[src/rtl/ex_muldiv_seq_pkg.sv]
// Shared types and constants for the sequential RISC-V M-extension unit.
// Opcodes follow the funct3 encoding of the M extension.
package ex_muldiv_seq_pkg;

   typedef enum logic [2:0] {
      MD_MUL    = 3'b000,
      MD_MULH   = 3'b001,
      MD_MULHSU = 3'b010,
      MD_MULHU  = 3'b011,
      MD_DIV    = 3'b100,
      MD_DIVU   = 3'b101,
      MD_REM    = 3'b110,
      MD_REMU   = 3'b111
   } md_op_e;

   typedef enum logic [1:0] {
      MD_IDLE = 2'd0,
      MD_BUSY = 2'd1,
      MD_DONE = 2'd2
   } md_state_e;

   localparam int MD_ITERS = 32;
   localparam int MD_CNT_W = $clog2(MD_ITERS);

   // Two's-complement negate when neg is set; used for magnitudes and sign fix-up.
   function automatic logic [31:0] md_cneg32(input logic [31:0] v, input logic neg);
      return neg ? (~v + 32'd1) : v;
   endfunction

endpackage

[src/rtl/ex_muldiv_seq_md_step.sv]
// One radix-2 iteration: shift-add multiply step or restoring divide step.
// hi/lo form a 64-bit working pair (product, or remainder:quotient).
module md_step
   import ex_muldiv_seq_pkg::*;
(
   input  logic        div_mode,
   input  logic [31:0] opnd,
   input  logic [31:0] hi,
   input  logic [31:0] lo,
   output logic [31:0] hi_next,
   output logic [31:0] lo_next
);

   logic [32:0] sum;
   logic [32:0] shifted;
   logic [31:0] diff;
   logic        fits;

   always_comb begin
      sum     = {1'b0, hi} + {1'b0, (lo[0] ? opnd : 32'h0)};
      shifted = {hi, lo[31]};
      // Partial remainder is below the divisor, so a successful subtract fits 32 bits.
      diff    = shifted[31:0] - opnd;
      fits    = (shifted >= {1'b0, opnd});
      hi_next = '0;
      lo_next = '0;
      if (div_mode) begin
         if (fits) begin
            hi_next = diff;
            lo_next = {lo[30:0], 1'b1};
         end else begin
            hi_next = shifted[31:0];
            lo_next = {lo[30:0], 1'b0};
         end
      end else begin
         hi_next = sum[32:1];
         lo_next = {sum[0], lo[31:1]};
      end
   end

endmodule

[src/rtl/ex_muldiv_seq.sv]
// Sequential multiply/divide unit for the EX stage: 32 radix-2 iterations,
// stalling the pipeline while busy, with early exit for divide special cases.
module ex_muldiv_seq
   import ex_muldiv_seq_pkg::*;
(
   input  logic        clk_i,
   input  logic        rst_ni,
   input  logic        start_ex_i,
   input  logic [2:0]  md_op_ex_i,
   input  logic [31:0] src_a_ex_i,
   input  logic [31:0] src_b_ex_i,
   input  logic        flush_ex_i,
   output logic        stall_ex_o,
   output logic        done_ex_o,
   output logic [31:0] md_result_ex_o,
   output logic        busy_o
);

   localparam logic [MD_CNT_W-1:0] CNT_LAST = MD_CNT_W'(MD_ITERS - 1);

   md_state_e             state_reg;
   logic [MD_CNT_W-1:0]   cnt_reg;
   logic [31:0]           hi_reg;
   logic [31:0]           lo_reg;
   logic [31:0]           opnd_reg;
   md_op_e                op_reg;
   logic                  neg_q_reg;
   logic                  neg_r_reg;
   logic [31:0]           result_reg;

   md_op_e      op_in;
   logic        a_sgn;
   logic        b_sgn;
   logic        is_div_in;
   logic        div_zero;
   logic        div_ovf;
   logic [31:0] a_mag;
   logic [31:0] b_mag;

   always_comb begin
      op_in     = md_op_e'(md_op_ex_i);
      a_sgn     = 1'b0;
      b_sgn     = 1'b0;
      case (op_in)
         MD_MULH, MD_DIV, MD_REM: begin
            a_sgn = src_a_ex_i[31];
            b_sgn = src_b_ex_i[31];
         end
         MD_MULHSU: a_sgn = src_a_ex_i[31];
         default: ;
      endcase
      is_div_in = md_op_ex_i[2];
      div_zero  = is_div_in && (src_b_ex_i == 32'h0);
      div_ovf   = ((op_in == MD_DIV) || (op_in == MD_REM)) &&
                  (src_a_ex_i == 32'h8000_0000) && (src_b_ex_i == 32'hFFFF_FFFF);
      a_mag     = md_cneg32(src_a_ex_i, a_sgn);
      b_mag     = md_cneg32(src_b_ex_i, b_sgn);
   end

   logic        div_mode;
   logic [31:0] step_hi;
   logic [31:0] step_lo;

   assign div_mode = (op_reg == MD_DIV) || (op_reg == MD_DIVU) ||
                     (op_reg == MD_REM) || (op_reg == MD_REMU);

   md_step u_step (
      .div_mode (div_mode),
      .opnd     (opnd_reg),
      .hi       (hi_reg),
      .lo       (lo_reg),
      .hi_next  (step_hi),
      .lo_next  (step_lo)
   );

   // Result as it will stand after the final iteration's step outputs.
   logic [63:0] prod_fix;
   logic [31:0] final_result;

   always_comb begin
      prod_fix = neg_q_reg ? (~{step_hi, step_lo} + 64'd1) : {step_hi, step_lo};
      case (op_reg)
         MD_MUL:                        final_result = prod_fix[31:0];
         MD_MULH, MD_MULHSU, MD_MULHU:  final_result = prod_fix[63:32];
         MD_DIV, MD_DIVU:               final_result = md_cneg32(step_lo, neg_q_reg);
         default:                       final_result = md_cneg32(step_hi, neg_r_reg);
      endcase
   end

   always_ff @(posedge clk_i) begin
      if (!rst_ni) begin
         state_reg  <= MD_IDLE;
         cnt_reg    <= '0;
         hi_reg     <= '0;
         lo_reg     <= '0;
         opnd_reg   <= '0;
         op_reg     <= MD_MUL;
         neg_q_reg  <= 1'b0;
         neg_r_reg  <= 1'b0;
         result_reg <= '0;
      end else if (flush_ex_i) begin
         state_reg <= MD_IDLE;
         cnt_reg   <= '0;
      end else begin
         case (state_reg)
            MD_IDLE: begin
               if (start_ex_i) begin
                  op_reg    <= op_in;
                  neg_q_reg <= a_sgn ^ b_sgn;
                  neg_r_reg <= a_sgn;
                  cnt_reg   <= '0;
                  if (div_zero) begin
                     result_reg <= md_op_ex_i[1] ? src_a_ex_i : 32'hFFFF_FFFF;
                     state_reg  <= MD_DONE;
                  end else if (div_ovf) begin
                     result_reg <= md_op_ex_i[1] ? 32'h0 : 32'h8000_0000;
                     state_reg  <= MD_DONE;
                  end else begin
                     hi_reg    <= '0;
                     lo_reg    <= is_div_in ? a_mag : b_mag;
                     opnd_reg  <= is_div_in ? b_mag : a_mag;
                     state_reg <= MD_BUSY;
                  end
               end
            end
            MD_BUSY: begin
               hi_reg  <= step_hi;
               lo_reg  <= step_lo;
               cnt_reg <= cnt_reg + 1'b1;
               if (cnt_reg == CNT_LAST) begin
                  result_reg <= final_result;
                  state_reg  <= MD_DONE;
               end
            end
            MD_DONE: state_reg <= MD_IDLE;
            default: state_reg <= MD_IDLE;
         endcase
      end
   end

   assign stall_ex_o     = rst_ni && (((state_reg == MD_IDLE) && start_ex_i) ||
                                      (state_reg == MD_BUSY));
   assign done_ex_o      = (state_reg == MD_DONE);
   assign busy_o         = (state_reg != MD_IDLE);
   assign md_result_ex_o = result_reg;

endmodule

[config.mk]
export PLATFORM = sky130hd
export DESIGN_NAME = ex_muldiv_seq
export DESIGN_NICKNAME = d
export VERILOG_FILES = /design/src/rtl/ex_muldiv_seq_pkg.sv /design/src/rtl/ex_muldiv_seq_md_step.sv /design/src/rtl/ex_muldiv_seq.sv
export SDC_FILE = /design/constraint.sdc
export NUM_CORES = 1
export LEC_CHECK = 0
export BUFFER_PORTS_ARGS = -buffer_cell sky130_fd_sc_hd__buf_4
export CAP_MARGIN = 30
export CORE_ASPECT_RATIO = 0.8
export CORE_MARGIN = 1.5
export CORE_UTILIZATION = 50
export DETAILED_ROUTE_END_ITERATION = 12
export PLACE_DENSITY = 0.7
export SETUP_SLACK_MARGIN = 0.5
export SKIP_CTS_REPAIR_TIMING = 1
export SLEW_MARGIN = 20
export SYNTH_ARGS = -nofsm -noshare
export SYNTH_HDL_FRONTEND = slang
export SYNTH_SLANG_ARGS = --single-unit
[constraint.sdc]
create_clock -name clk_i -period 6.9 [get_ports clk_i]
set_input_delay 1.38 -clock clk_i [delete_from_list [all_inputs] [get_ports clk_i]]
set_output_delay 1.38 -clock clk_i [all_outputs]
set_load 0.02 [all_outputs]
* After elaboration in Yosys (flattened, before gate mapping)
Cells that the tools add are included.
Operators by class: add/sub/neg operators 8, order comparisons 1, eq/ne operators 21, muxes and demuxes 37, bitwise logic cells 10, reductions and logical operators 26
Operator list (count):
- 2-to-1 mux 32 bit | 22
- one-hot mux 32 bit (2 select lines) | 3
- adder 32 x 1 -> 32 bit (second input constant) | 4
- inverter 32 bit | 4
- one-hot mux 32 bit (3 select lines) | 1
- adder 64 x 1 -> 64 bit (second input constant) | 1
- equality test 32 bit (second input constant) | 2
- 2-to-1 mux 64 bit | 1
- inverter 64 bit | 1
- adder 32 x 32 -> 33 bit | 1
- >= comparator 33 x 32 -> 1 bit | 1
- logical NOT 32 bit | 1
- subtractor 32 bit | 1
- equality test 3 bit (second input constant) | 6
- AND reduction 5 bit | 3
- one-hot mux 5 bit (2 select lines) | 1
- equality test 3 x 2 -> 1 bit (second input constant) | 3
- 2-to-1 mux 2 bit | 4
- inequality test 2 bit (second input constant) | 4
- equality test 3 x 1 -> 1 bit (second input constant) | 2
- OR reduction 3 bit | 2
- adder 5 x 1 -> 5 bit (second input constant) | 1
- equality test 5 bit (second input constant) | 1
- logical AND 1 bit | 5
- other kinds (16) | 28
Storage, ports and cells: register bits 140, input port bits 71, output and inout port bits 35, logic and storage cells 112

* Depth between registers and ports, before layout
Gate-level depths: netlist of the first run.
depth in word-level cells 11, gate-level depth with buffers 25, mapped depth without buffers 22

* Hierarchy
A second synthesis of the first run with hierarchy kept.
Second synthesis, totals: cell total of the unflattened synthesis 2199, area, all modules 15617.5 um^2
Modules (own cells, without submodules):
- ex_muldiv_seq | instances 1, cells each 1494, area each 10750.3 um^2, seq. area each 2802.7 um^2
- md_step | instances 1, cells each 705, area each 4867.2 um^2, seq. area each 0.0 um^2

* Least setup slack after synthesis of the first run
OpenSTA, ideal clock, no wires.
path kind register -> register, from reg op_reg[2], to reg result_reg[22], in the netlist md_result_ex_o[22], library setup time 0.123 ns, data arrival time 5.136 ns, data required time 6.777 ns, setup slack 1.641 ns, cell stages (with the launch flop) 20, buffers on the path 8, period minus slack after synthesis 5.259 ns, path through dfxtp_1 -> buf_2 -> buf_2 -> buf_2 -> buf_2 -> buf_1 -> clkbuf_1 -> clkbuf_1 -> mux2i_1 -> ha_1 -> o211ai_1 -> or4_1 -> or2_2 -> nand2b_1 -> or2_2 -> clkbuf_1 -> o31ai_1 -> xnor2_1 -> a221oi_1 -> o2bb2ai_1
Between the ends: longest elaborated chain between the ends 11, elaborated cells on any way between the ends 27, classes of those cells add/sub (3); eq/ne (7); mux (8); bitwise (3); reduce/logical (6)
Ends and longest elaborated chain:
- start, declared | line ex_muldiv_seq.sv:26 | md_op_e op_reg;
- start signal, assigned | line ex_muldiv_seq.sv:108 | op_reg <= op_in;
- equality test 3 bit | line ex_muldiv_seq.sv:64, ex_muldiv_seq.sv:82
- logical OR 1 bit (2 in series) | line ex_muldiv_seq.sv:64 | assign div_mode = (op_reg == MD_DIV) || (op_reg == MD_DIVU) ||
- logical OR 1 bit | line ex_muldiv_seq.sv:65 | (op_reg == MD_REM) || (op_reg == MD_REMU);
- 2-to-1 mux 32 bit | line ex_muldiv_seq_md_step.sv:27 | if (div_mode) begin
- inverter 64 bit / inverter 32 bit (equally long branches) | line ex_muldiv_seq.sv:81, ex_muldiv_seq_pkg.sv:27
- adder 64 x 1 -> 64 bit / adder 32 x 1 -> 32 bit (equally long branches) | line ex_muldiv_seq.sv:81, ex_muldiv_seq_pkg.sv:27
- 2-to-1 mux 64 bit / 2-to-1 mux 32 bit (equally long branches) | line ex_muldiv_seq.sv:81, ex_muldiv_seq_pkg.sv:27
- one-hot mux 32 bit (3 select lines) * | line ex_muldiv_seq.sv:82 | case (op_reg)
- 2-to-1 mux 32 bit * | line ex_muldiv_seq.sv:130 | if (cnt_reg == CNT_LAST) begin
- one-hot mux 32 bit (2 select lines) * | line ex_muldiv_seq.sv:105 | case (state_reg)
- end signal, assigned | line ex_muldiv_seq.sv:113 | result_reg <= md_op_ex_i[1] ? src_a_ex_i : 32'hFFFF_FFFF;
- end signal, assigned | line ex_muldiv_seq.sv:116 | result_reg <= md_op_ex_i[1] ? 32'h0 : 32'h8000_0000;
- end signal, assigned | line ex_muldiv_seq.sv:131 | result_reg <= final_result;
- end, declared | line ex_muldiv_seq.sv:29 | logic [31:0] result_reg;
Every way passes the cells marked *; elsewhere a longest branch is shown, timed or not. The select of a mux whose other input is x is not followed. A chain may end at the register's enable or synchronous reset.

* Final worst setup path of the first run
from reg hi_reg[19], to reg result_reg[4], in the netlist md_result_ex_o[4]
Between the ends: longest elaborated chain between the ends 9, elaborated cells on any way between the ends 17, classes of those cells add/sub (3); order compare (1); mux (10); bitwise (3)
Ends and longest elaborated chain:
- start, declared | line ex_muldiv_seq.sv:23 | logic [31:0] hi_reg;
- start signal, assigned | line ex_muldiv_seq.sv:127 | hi_reg <= step_hi;
- >= comparator 33 x 32 -> 1 bit * | line ex_muldiv_seq_md_step.sv:24 | fits = (shifted >= {1'b0, opnd});
- 2-to-1 mux 1 bit / 2-to-1 mux 32 bit (equally long branches) | line ex_muldiv_seq_md_step.sv:28 | if (fits) begin
- 2-to-1 mux 32 bit | line ex_muldiv_seq_md_step.sv:27
- inverter 64 bit / inverter 32 bit (equally long branches) | line ex_muldiv_seq.sv:81, ex_muldiv_seq_pkg.sv:27
- adder 64 x 1 -> 64 bit / adder 32 x 1 -> 32 bit (equally long branches) | line ex_muldiv_seq.sv:81, ex_muldiv_seq_pkg.sv:27
- 2-to-1 mux 64 bit / 2-to-1 mux 32 bit (equally long branches) | line ex_muldiv_seq.sv:81, ex_muldiv_seq_pkg.sv:27
- one-hot mux 32 bit (3 select lines) * | line ex_muldiv_seq.sv:82
- 2-to-1 mux 32 bit * | line ex_muldiv_seq.sv:130
- one-hot mux 32 bit (2 select lines) * | line ex_muldiv_seq.sv:105
Marked as above.

==> flow_metrics.env, run 1 <==
export IMPL_ys_warn_count=0
export IMPL_min_delay_start="opnd_reg[23]"
export IMPL_setup_viol=0
export IMPL_hp_class="flop to flop"
export IMPL_hold_ws_ns=0.464
export IMPL_fillers=3076
export IMPL_grt_pass1_vias=15957
export IMPL_placed_cell_area_um2=16900
export IMPL_tightest_slew_ns=1.18
export IMPL_layout_setup_ws_ns=0.667
export IMPL_period_share_pct=90.3
export IMPL_clock_latency_ns=0.47
export IMPL_synth_xor_area_share_pct=9.70
export IMPL_fmax_mhz=160
export IMPL_dieArea_um2=32900
export IMPL_grt_pass1_wl_um=98500
export IMPL_skew_ns=0.0117
export IMPL_path_cells="ha_1 > a21oi_1 > o21ai_2 > a2111oi_4 > o211a_2 > o21ai_4 > nand2_1 > and2_1 > ha_1 > o211ai_1 > or4_1 > or2_2 > nand2b_1 > nor2_1 > a21oi_1 > xnor2_1 > o22ai_1 > o21ai_0 > o211ai_1 > o21ai_0 > nor2_1"
export IMPL_relSlewSlack_pct=20.4
export IMPL_ant_nets=0
export IMPL_max_cap_violations=0
export IMPL_seqPwrFrac_pct=29.5
export IMPL_multi_input_area_um2=12300
export IMPL_syn_nets=2405
export IMPL_cp_endpoint="md_result_ex_o[4]"
export IMPL_yosysMostFrequentCell="nor2_1"
export IMPL_syn_inst=2261
export IMPL_synth_top_area_share_pct=17.6
export IMPL_yosysSeqAreaShare_pct=17.6
export IMPL_p_sw_share_pct=39.2
export IMPL_io_buffer_count=105
export IMPL_synth_top_family_by_area="compound AO/OA/AOI/OAI gates"
export IMPL_clk_path_buf_depth=2
export IMPL_r2r_slack_ns=0.67
export IMPL_switchingPower_mw=1.16
export IMPL_syn_avg_cell_area_um2=7.03
export IMPL_hpwlAfterDp_um=50200
export IMPL_synthAdderAreaFrac_pct=5.84
export IMPL_drtIter0Drc=2488
export IMPL_wl_per_cell_um=24.2
export IMPL_synth_compound_area_share_pct=33.1
export IMPL_reg2reg_from="hi_reg[19]"
export IMPL_boundaryPins=106
export IMPL_synthMuxAreaShare_pct=3.49
export IMPL_final_util_pct=56.0
export IMPL_reg2reg_to="md_result_ex_o[4]"
export IMPL_grtUsageTotal_pct=38.9
export IMPL_async_flop_share_pct=0
export IMPL_start_util_pct=50.7
export IMPL_drive_above_1_share_pct=10.4
export IMPL_num_vias=18265
export IMPL_wl_um=65600
export IMPL_overflow=0
export IMPL_dieWidth_um=202
export IMPL_layoutNonFillerInstCount=2708
export IMPL_synthDistinctLibCells=105
export IMPL_crit_type="flop to flop"
export IMPL_slew_violations=0
export IMPL_cts_buffers=17
export IMPL_ir_drop_mv=0.180
export IMPL_clkPwrFrac_pct=34.8
export IMPL_num_rows=58
export IMPL_nets=2419
export IMPL_finalInstanceArea_um2=17600
export IMPL_yosys_top_cells_count="nor2_1, nand2_1, o21ai_0, a21oi_1, dfxtp_1"
export IMPL_cp_arrival_ns=6.56
export IMPL_antenna_found_initial=1
export IMPL_cp_num_cells=21
export IMPL_diodes=0
export IMPL_netlist_area_um2=15900
export IMPL_start_kind="flop"
export IMPL_startpoint="hi_reg[19]"
export IMPL_tritoncts="yes"
export IMPL_clockRootBuffer="clkbuf_16"
export IMPL_grt_max_degree=58
export IMPL_areaGrowthSynthToFinish_pct=10.5
export IMPL_power_frac_comb_pct=35.7
export IMPL_cp_slowest_stage_delay_ns=0.65
export IMPL_min_period_ns=6.23
export IMPL_critical_path_slowest_cell="or4_1"
export IMPL_synthTopCellsByArea="dfxtp_1, o21ai_0, nor2_1"
export IMPL_timing_critical_path_buf_inv=0
export IMPL_finalPower_mw=2.96
export IMPL_h_tree_depth=4
export IMPL_gp_congestion=1.05
export IMPL_endpoint_kind="flop"
export IMPL_yosys_area_share_simple_pct=24.7
export IMPL_rsz0062_at_grt="no"
export IMPL_core_area_um2=31400
export IMPL_ys_flop_type="dfxtp_1"
export IMPL_powerDensity_nw_per_um2=169
export IMPL_dp_cells=2675
export IMPL_r2r_cells=21
export IMPL_required_ns=7.23
export IMPL_finalSetupTns_ns=0
export IMPL_clk_pin_slew_worst_paths_ns=0.07
export IMPL_drc_errors=0
export IMPL_cp_max_fo=7
export IMPL_cpLargestDelayFamily="simple AND/OR/NAND/NOR gates"
export IMPL_leakage_nw=6.73
export IMPL_die_h_um=162
export IMPL_place_ws_ns=0.973
export IMPL_synth_edf_count=0
export IMPL_synth_seq_cells=140
export IMPL_synth_top_area_cell="dfxtp_1"
export IMPL_hold_violations=0
export IMPL_cellInternalPower_mw=1.80
export IMPL_status="completed"
export IMPL_register_area_um2=2810
export IMPL_firstDrtPassIters=6
export IMPL_cts_num_sinks=140
export IMPL_viasPerCell=6.74
cell type report:
class | count | share of cell area, %
inverters | 78 | 1.67
well taps | 420 | 2.99
repair buffers | 142 | 6.03
flip-flops and latches | 140 | 16.0
clock buffers | 19 | 2.46
multi-input cells | 1896 | 69.8
clock inverters | 13 | 1.08
metal layers:
metal  global-route usage, %  share of wire [%]  vias to the layer above
li1                        -                  -                     8377
met1                    56.2                 44                     8677
met2                    55.2                 41                     1085
met3                    9.20                 11                      122
met4                    14.6                3.5                        4
met5                    2.23               0.17                        -
cell families (layout without fill, tap and decap cells):
| family | Yosys count | count (layout) |
|---|---|---|
| buffers and inverters | 225 | 252 |
| AO/OA/AOI/OAI | 793 | 793 |
| AND/OR/NAND/NOR | 799 | 799 |
| adder cells (fa/ha/maj) | 73 | 73 |
| multiplexers | 55 | 55 |
| flip-flops | 140 | 140 |
| XOR/XNOR | 176 | 176 |
worst reg2reg max path, stage by stage, from the launching register on:
cell and delay, ns:
dfxtp_1 0.48, ha_1 0.38, a21oi_1 0.29, o21ai_2 0.17
a2111oi_4 0.40, o211a_2 0.35, o21ai_4 0.08, nand2_1 0.30
and2_1 0.30, ha_1 0.21, o211ai_1 0.16, or4_1 0.65
or2_2 0.36, nand2b_1 0.24, nor2_1 0.64, a21oi_1 0.20
xnor2_1 0.22, o22ai_1 0.11, o21ai_0 0.25, o211ai_1 0.16
o21ai_0 0.12, nor2_1 0.05
placed cells by master (no fill, tap or decap), types with 28 or more instances in the layout:
cell type	n
o21ai_0	194
a31oi_1	49
a211oi_1	40
buf_4	140
o211ai_1	87
xnor2_1	98
a22oi_1	33
nor3_1	56
nand3_1	37
dfxtp_1	139
inv_1	75
nand4_1	28
mux2i_1	52
xor2_1	78
and2_1	52
ha_1	71
nor2_1	242
nand2_1	206
a21oi_1	160
how the worst min path moves through the flow:
stage / endpoint / depth (start not counted)
floorplan: opnd_reg[11] / 2
global placement: opnd_reg[13] / 2
detailed placement: opnd_reg[23] / 2
CTS: opnd_reg[23] / 2
global route: opnd_reg[10] / 2
finish: opnd_reg[23] / 2
power groups by stage:
stage / Clock [mW] / Sequential (mW) / Combinational, mW
2_1_floorplan: 0 / 0.874 / 0.717
3_3_place_gp: 0 / 0.889 / 1.00
3_5_place_dp: 0 / 0.891 / 1.01
4_1_cts: 1.03 / 0.872 / 1.02
5_1_grt: 1.07 / 0.878 / 1.12
6_report: 1.03 / 0.874 / 1.06
Power figures use the tool's default switching activity.
==> run 2: changes to the inputs <==
Settings changed: CORE_MARGIN 1.5 to not set.
==> flow_metrics.env, run 2 (same netlist as run 1, synthesis figures left out) <==
export IMPL_cp_max_fo=30
export IMPL_powerDensity_nw_per_um2=164
export IMPL_final_util_pct=56.9
export IMPL_firstDrtPassIters=7
export IMPL_hp_class="flop to flop"
export IMPL_num_vias=18239
export IMPL_max_cap_violations=0
export IMPL_cp_arrival_ns=6.40
export IMPL_fmax_mhz=164
export IMPL_boundaryPins=106
export IMPL_hold_ws_ns=0.464
export IMPL_grt_max_degree=77
export IMPL_dieWidth_um=201
export IMPL_cts_num_sinks=140
export IMPL_cpLargestDelayFamily="simple AND/OR/NAND/NOR gates"
export IMPL_antenna_found_initial=0
export IMPL_dp_cells=2670
export IMPL_period_share_pct=88.3
export IMPL_hold_violations=0
export IMPL_timing_critical_path_buf_inv=3
export IMPL_reg2reg_from="opnd_reg[28]"
export IMPL_status="completed"
export IMPL_endpoint_kind="flop"
export IMPL_io_buffer_count=105
export IMPL_required_ns=7.21
export IMPL_grt_pass1_vias=16244
export IMPL_layoutNonFillerInstCount=2704
export IMPL_slew_violations=0
export IMPL_die_h_um=161
export IMPL_cts_buffers=17
export IMPL_setup_viol=0
export IMPL_diodes=0
export IMPL_overflow=0
export IMPL_grtUsageTotal_pct=39.8
export IMPL_drc_errors=0
export IMPL_clockRootBuffer="clkbuf_16"
export IMPL_leakage_nw=6.75
export IMPL_tritoncts="yes"
export IMPL_skew_ns=0.0122
export IMPL_areaGrowthSynthToFinish_pct=10.4
export IMPL_finalSetupTns_ns=0
export IMPL_drtIter0Drc=2348
export IMPL_wl_per_cell_um=24.3
export IMPL_viasPerCell=6.75
export IMPL_drive_above_1_share_pct=10.7
export IMPL_start_util_pct=51.6
export IMPL_grt_pass1_wl_um=99200
export IMPL_h_tree_depth=4
export IMPL_min_delay_start="opnd_reg[6]"
export IMPL_ir_drop_mv=0.171
export IMPL_final_common_cell="nor2_1"
export IMPL_rsz0062_at_grt="yes"
export IMPL_clk_pin_slew_worst_paths_ns=0.06
export IMPL_dieArea_um2=32500
export IMPL_hpwlAfterDp_um=50800
export IMPL_gp_congestion=1.06
export IMPL_relSlewSlack_pct=33.9
export IMPL_core_area_um2=30800
export IMPL_cpMostUsedCell="nand2_1"
export IMPL_critical_path_slowest_cell="or4_4"
export IMPL_final_cell_mix="nor2_1, nand2_1, o21ai_0"
export IMPL_min_period_ns=6.09
export IMPL_startpoint="opnd_reg[28]"
export IMPL_nets=2423
export IMPL_start_kind="flop"
export IMPL_crit_type="flop to flop"
export IMPL_ant_nets=0
export IMPL_clock_latency_ns=0.47
export IMPL_path_cells="inv_1 > ha_1 > nand4_2 > nor4_4 > nand2_1 > o21ai_4 > buf_4 > mux2_2 > nand2_1 > o21ai_0 > inv_1 > ha_1 > o221ai_1 > mux2i_1 > nand2_1 > or4_4 > or4_4 > o2111ai_1 > o31ai_1 > o21ai_1 > a31oi_1"
export IMPL_cp_slowest_stage_delay_ns=0.61
export IMPL_tightest_slew_ns=0.982
export IMPL_wl_um=65800
export IMPL_clk_path_buf_depth=2
export IMPL_num_rows=57
-- run 2: path summary, 6_finish.rpt --
check                            end  slack, ns  depth (start not counted)
setup / recovery  md_result_ex_o[20]       0.81                         21
hold / removal           opnd_reg[6]       0.46                          2
setup reg to reg  md_result_ex_o[20]       0.81                         21
hold reg to reg          opnd_reg[6]       0.46                          2
-- run 2: metal layers --
| metal | up-vias | wire, µm | GRT usage [%] |
|---|---|---|---|
| li1 | 8396 | - | - |
| met1 | 8682 | 28900 | 57.1 |
| met3 | 132 | 7740 | 10.7 |
| met2 | 1029 | 26400 | 54.8 |
| met5 | - | 0 | 0 |
| met4 | 0 | 2790 | 17.5 |
-- run 2: area by class of cell --
| type | count | area (µm²) |
|---|---|---|
| Clock buffer | 19 | 453 |
| Clock inverter | 12 | 123 |
| Fill cell | 3051 | 13300 |
| Inverter | 78 | 294 |
| Multi-Input combinational cell | 1896 | 12300 |
| Sequential cell | 140 | 2810 |
| Tap cell | 413 | 517 |
| Timing Repair Buffer | 146 | 1090 |
-- run 2: worst min-delay path: stages, from the launching register on --
cell     delay, ns
dfxtp_1       0.32
nand2_1       0.05
a21oi_1       0.05
-- run 2: metrics by stage --
step | power (mW) | cell area (µm²) | setup slack (ns)
after floorplan | 1.59 | 15900 | 1.64
after global placement | 1.89 | 16900 | 1.03
after detailed placement | 1.90 | 16900 | 0.876
after CTS | 2.84 | 17500 | 0.840
after global routing | 3.00 | 17500 | 0.486
final | 2.88 | 17500 | 0.809
-- run 2: power by group --
part / internal (mW) / switching [mW]
logic: 0.358 / 0.703
registers: 0.837 / 0.0359
clock network: 0.545 / 0.405
==> run 3: changes to the inputs <==
Settings changed: CORE_ASPECT_RATIO 0.8 to 0.6.
==> flow_metrics.env, run 3 (same netlist as run 1, synthesis figures left out) <==
export IMPL_gp_congestion=1.06
export IMPL_num_rows=50
export IMPL_overflow=0
export IMPL_reg2reg_to="md_result_ex_o[2]"
export IMPL_drtIter0Drc=2881
export IMPL_clockRootBuffer="clkbuf_16"
export IMPL_cts_buffers=17
export IMPL_min_period_ns=6.11
export IMPL_path_cells="ha_1 > a21oi_1 > o21ai_2 > a2111oi_4 > o211a_2 > o21ai_4 > nand2_1 > and2_1 > ha_1 > o211ai_1 > or4_1 > or2_2 > nand2b_1 > nor2_2 > nand2_1 > nand2_1 > xnor2_1 > o22ai_1 > o21ai_0 > o211ai_1 > o211a_1"
export IMPL_startpoint="hi_reg[19]"
export IMPL_firstDrtPassIters=6
export IMPL_setup_viol=0
export IMPL_wl_um=69900
export IMPL_cts_num_sinks=140
export IMPL_critical_path_slowest_cell="or4_1"
export IMPL_reg2reg_from="hi_reg[19]"
export IMPL_rsz0062_at_grt="no"
export IMPL_ant_nets=0
export IMPL_cp_arrival_ns=6.47
export IMPL_clk_pin_slew_worst_paths_ns=0.07
export IMPL_timing_critical_path_buf_inv=0
export IMPL_hpwlAfterDp_um=54100
export IMPL_grtUsageTotal_pct=41.9
export IMPL_areaGrowthSynthToFinish_pct=11.2
export IMPL_cpLargestDelayFamily="simple AND/OR/NAND/NOR gates"
export IMPL_hp_class="flop to flop"
export IMPL_status="completed"
export IMPL_antenna_found_initial=1
export IMPL_slew_violations=0
export IMPL_clock_latency_ns=0.47
export IMPL_nets=2427
export IMPL_relSlewSlack_pct=28.0
export IMPL_drc_errors=0
export IMPL_grt_pass1_vias=16273
export IMPL_die_h_um=140
export IMPL_r2r_slack_ns=0.79
export IMPL_layout_setup_ws_ns=0.790
export IMPL_r2r_cells=21
export IMPL_period_share_pct=88.6
export IMPL_drive_above_1_share_pct=10.8
export IMPL_required_ns=7.26
export IMPL_start_util_pct=50.9
export IMPL_core_area_um2=31200
export IMPL_hold_violations=0
export IMPL_tritoncts="yes"
export IMPL_finalSetupTns_ns=0
export IMPL_cp_num_cells=21
export IMPL_cp_max_fo=7
export IMPL_dieArea_um2=32500
export IMPL_crit_type="flop to flop"
export IMPL_grt_pass1_wl_um=103000
export IMPL_max_cap_violations=0
export IMPL_skew_ns=0.0144
export IMPL_ir_drop_mv=0.198
export IMPL_final_util_pct=56.6
export IMPL_clk_path_buf_depth=2
export IMPL_num_vias=18642
export IMPL_tightest_slew_ns=1.07
export IMPL_grt_max_degree=58
export IMPL_dieWidth_um=232
export IMPL_final_common_cell="nor2_1"
export IMPL_powerDensity_nw_per_um2=173
export IMPL_place_ws_ns=0.825
export IMPL_cpMostUsedCell="nand2_1"
export IMPL_h_tree_depth=4
export IMPL_leakage_nw=6.80
export IMPL_final_cell_mix="nor2_1, nand2_1, o21ai_0"
export IMPL_start_kind="flop"
export IMPL_endpoint_kind="flop"
export IMPL_wl_per_cell_um=25.7
export IMPL_cp_endpoint="md_result_ex_o[2]"
export IMPL_io_buffer_count=105
export IMPL_cp_slowest_stage_delay_ns=0.70
export IMPL_viasPerCell=6.87
export IMPL_fillers=3029
export IMPL_boundaryPins=106
export IMPL_fmax_mhz=164
[run 3: cell count changes in the layout (fill, tap and decap cells not counted), moves of 2 or more]
cell       previous run  this run
clkinv_2              7         2
buf_4               144       147
bufinv_16             2         5
clkbuf_1              0         3
buf_2                 0         2
clkbuf_2              2         0
[run 3: power by group]
group | switching (mW) | internal, mW
logic | 0.732 | 0.364
registers | 0.0378 | 0.837
clock network | 0.428 | 0.662
total | 1.20 | 1.86
[run 3: worst register-to-register path: stages (launching register included)]
cell	delay, ns
dfxtp_1	0.44
ha_1	0.37
a21oi_1	0.32
o21ai_2	0.19
a2111oi_4	0.40
o211a_2	0.37
o21ai_4	0.09
nand2_1	0.37
and2_1	0.25
ha_1	0.19
o211ai_1	0.15
or4_1	0.70
or2_2	0.38
nand2b_1	0.24
nor2_2	0.53
nand2_1	0.12
nand2_1	0.10
xnor2_1	0.13
o22ai_1	0.11
o21ai_0	0.28
o211ai_1	0.14
o211a_1	0.15
[run 3: final cells by class]
type	instances	area (µm²)	share of cell area, %
Tap cell	416	520	2.94
Clock buffer	22	464	2.63
Clock inverter	10	188	1.06
Timing Repair Buffer	150	1120	6.36
Multi-Input combinational cell	1896	12300	69.4
Inverter	78	294	1.66
Sequential cell	140	2810	15.9
Antenna cell	1	2.50	0.0142
[run 3: worst min-delay path by stage]
stage / cells after the start / slack, ns / end / start
6_report: 2 / 0.47 / opnd_reg[5] / opnd_reg[5]
5_1_grt: 2 / 0.49 / opnd_reg[5] / opnd_reg[5]
4_1_cts: 2 / 0.46 / opnd_reg[5] / opnd_reg[5]
3_5_place_dp: 2 / 0.46 / opnd_reg[5] / opnd_reg[5]
3_3_place_gp: 2 / 0.45 / opnd_reg[13] / opnd_reg[13]
2_1_floorplan: 2 / 0.44 / opnd_reg[11] / opnd_reg[11]
[run 3: metrics by stage]
stage	total power, mW	area (µm²)	cells	hold WS (ns)
3_5_place_dp	1.92	17000	2680	0.456
3_3_place_gp	1.91	17000	2677	0.452
6_report	3.06	17700	2713	0.466
5_1_grt	3.15	17700	2712	0.486
4_1_cts	3.00	17700	2712	0.464
2_1_floorplan	1.59	15900	2261	0.440
[run 3: metal layers]
layer	up-vias	global-route usage (%)	part of all wire, %
li1	8410	-	-
met1	8881	64.3	46
met2	1247	53.5	37
met3	102	13.0	15
met4	2	13.2	2.5
met5	-	0	0.019
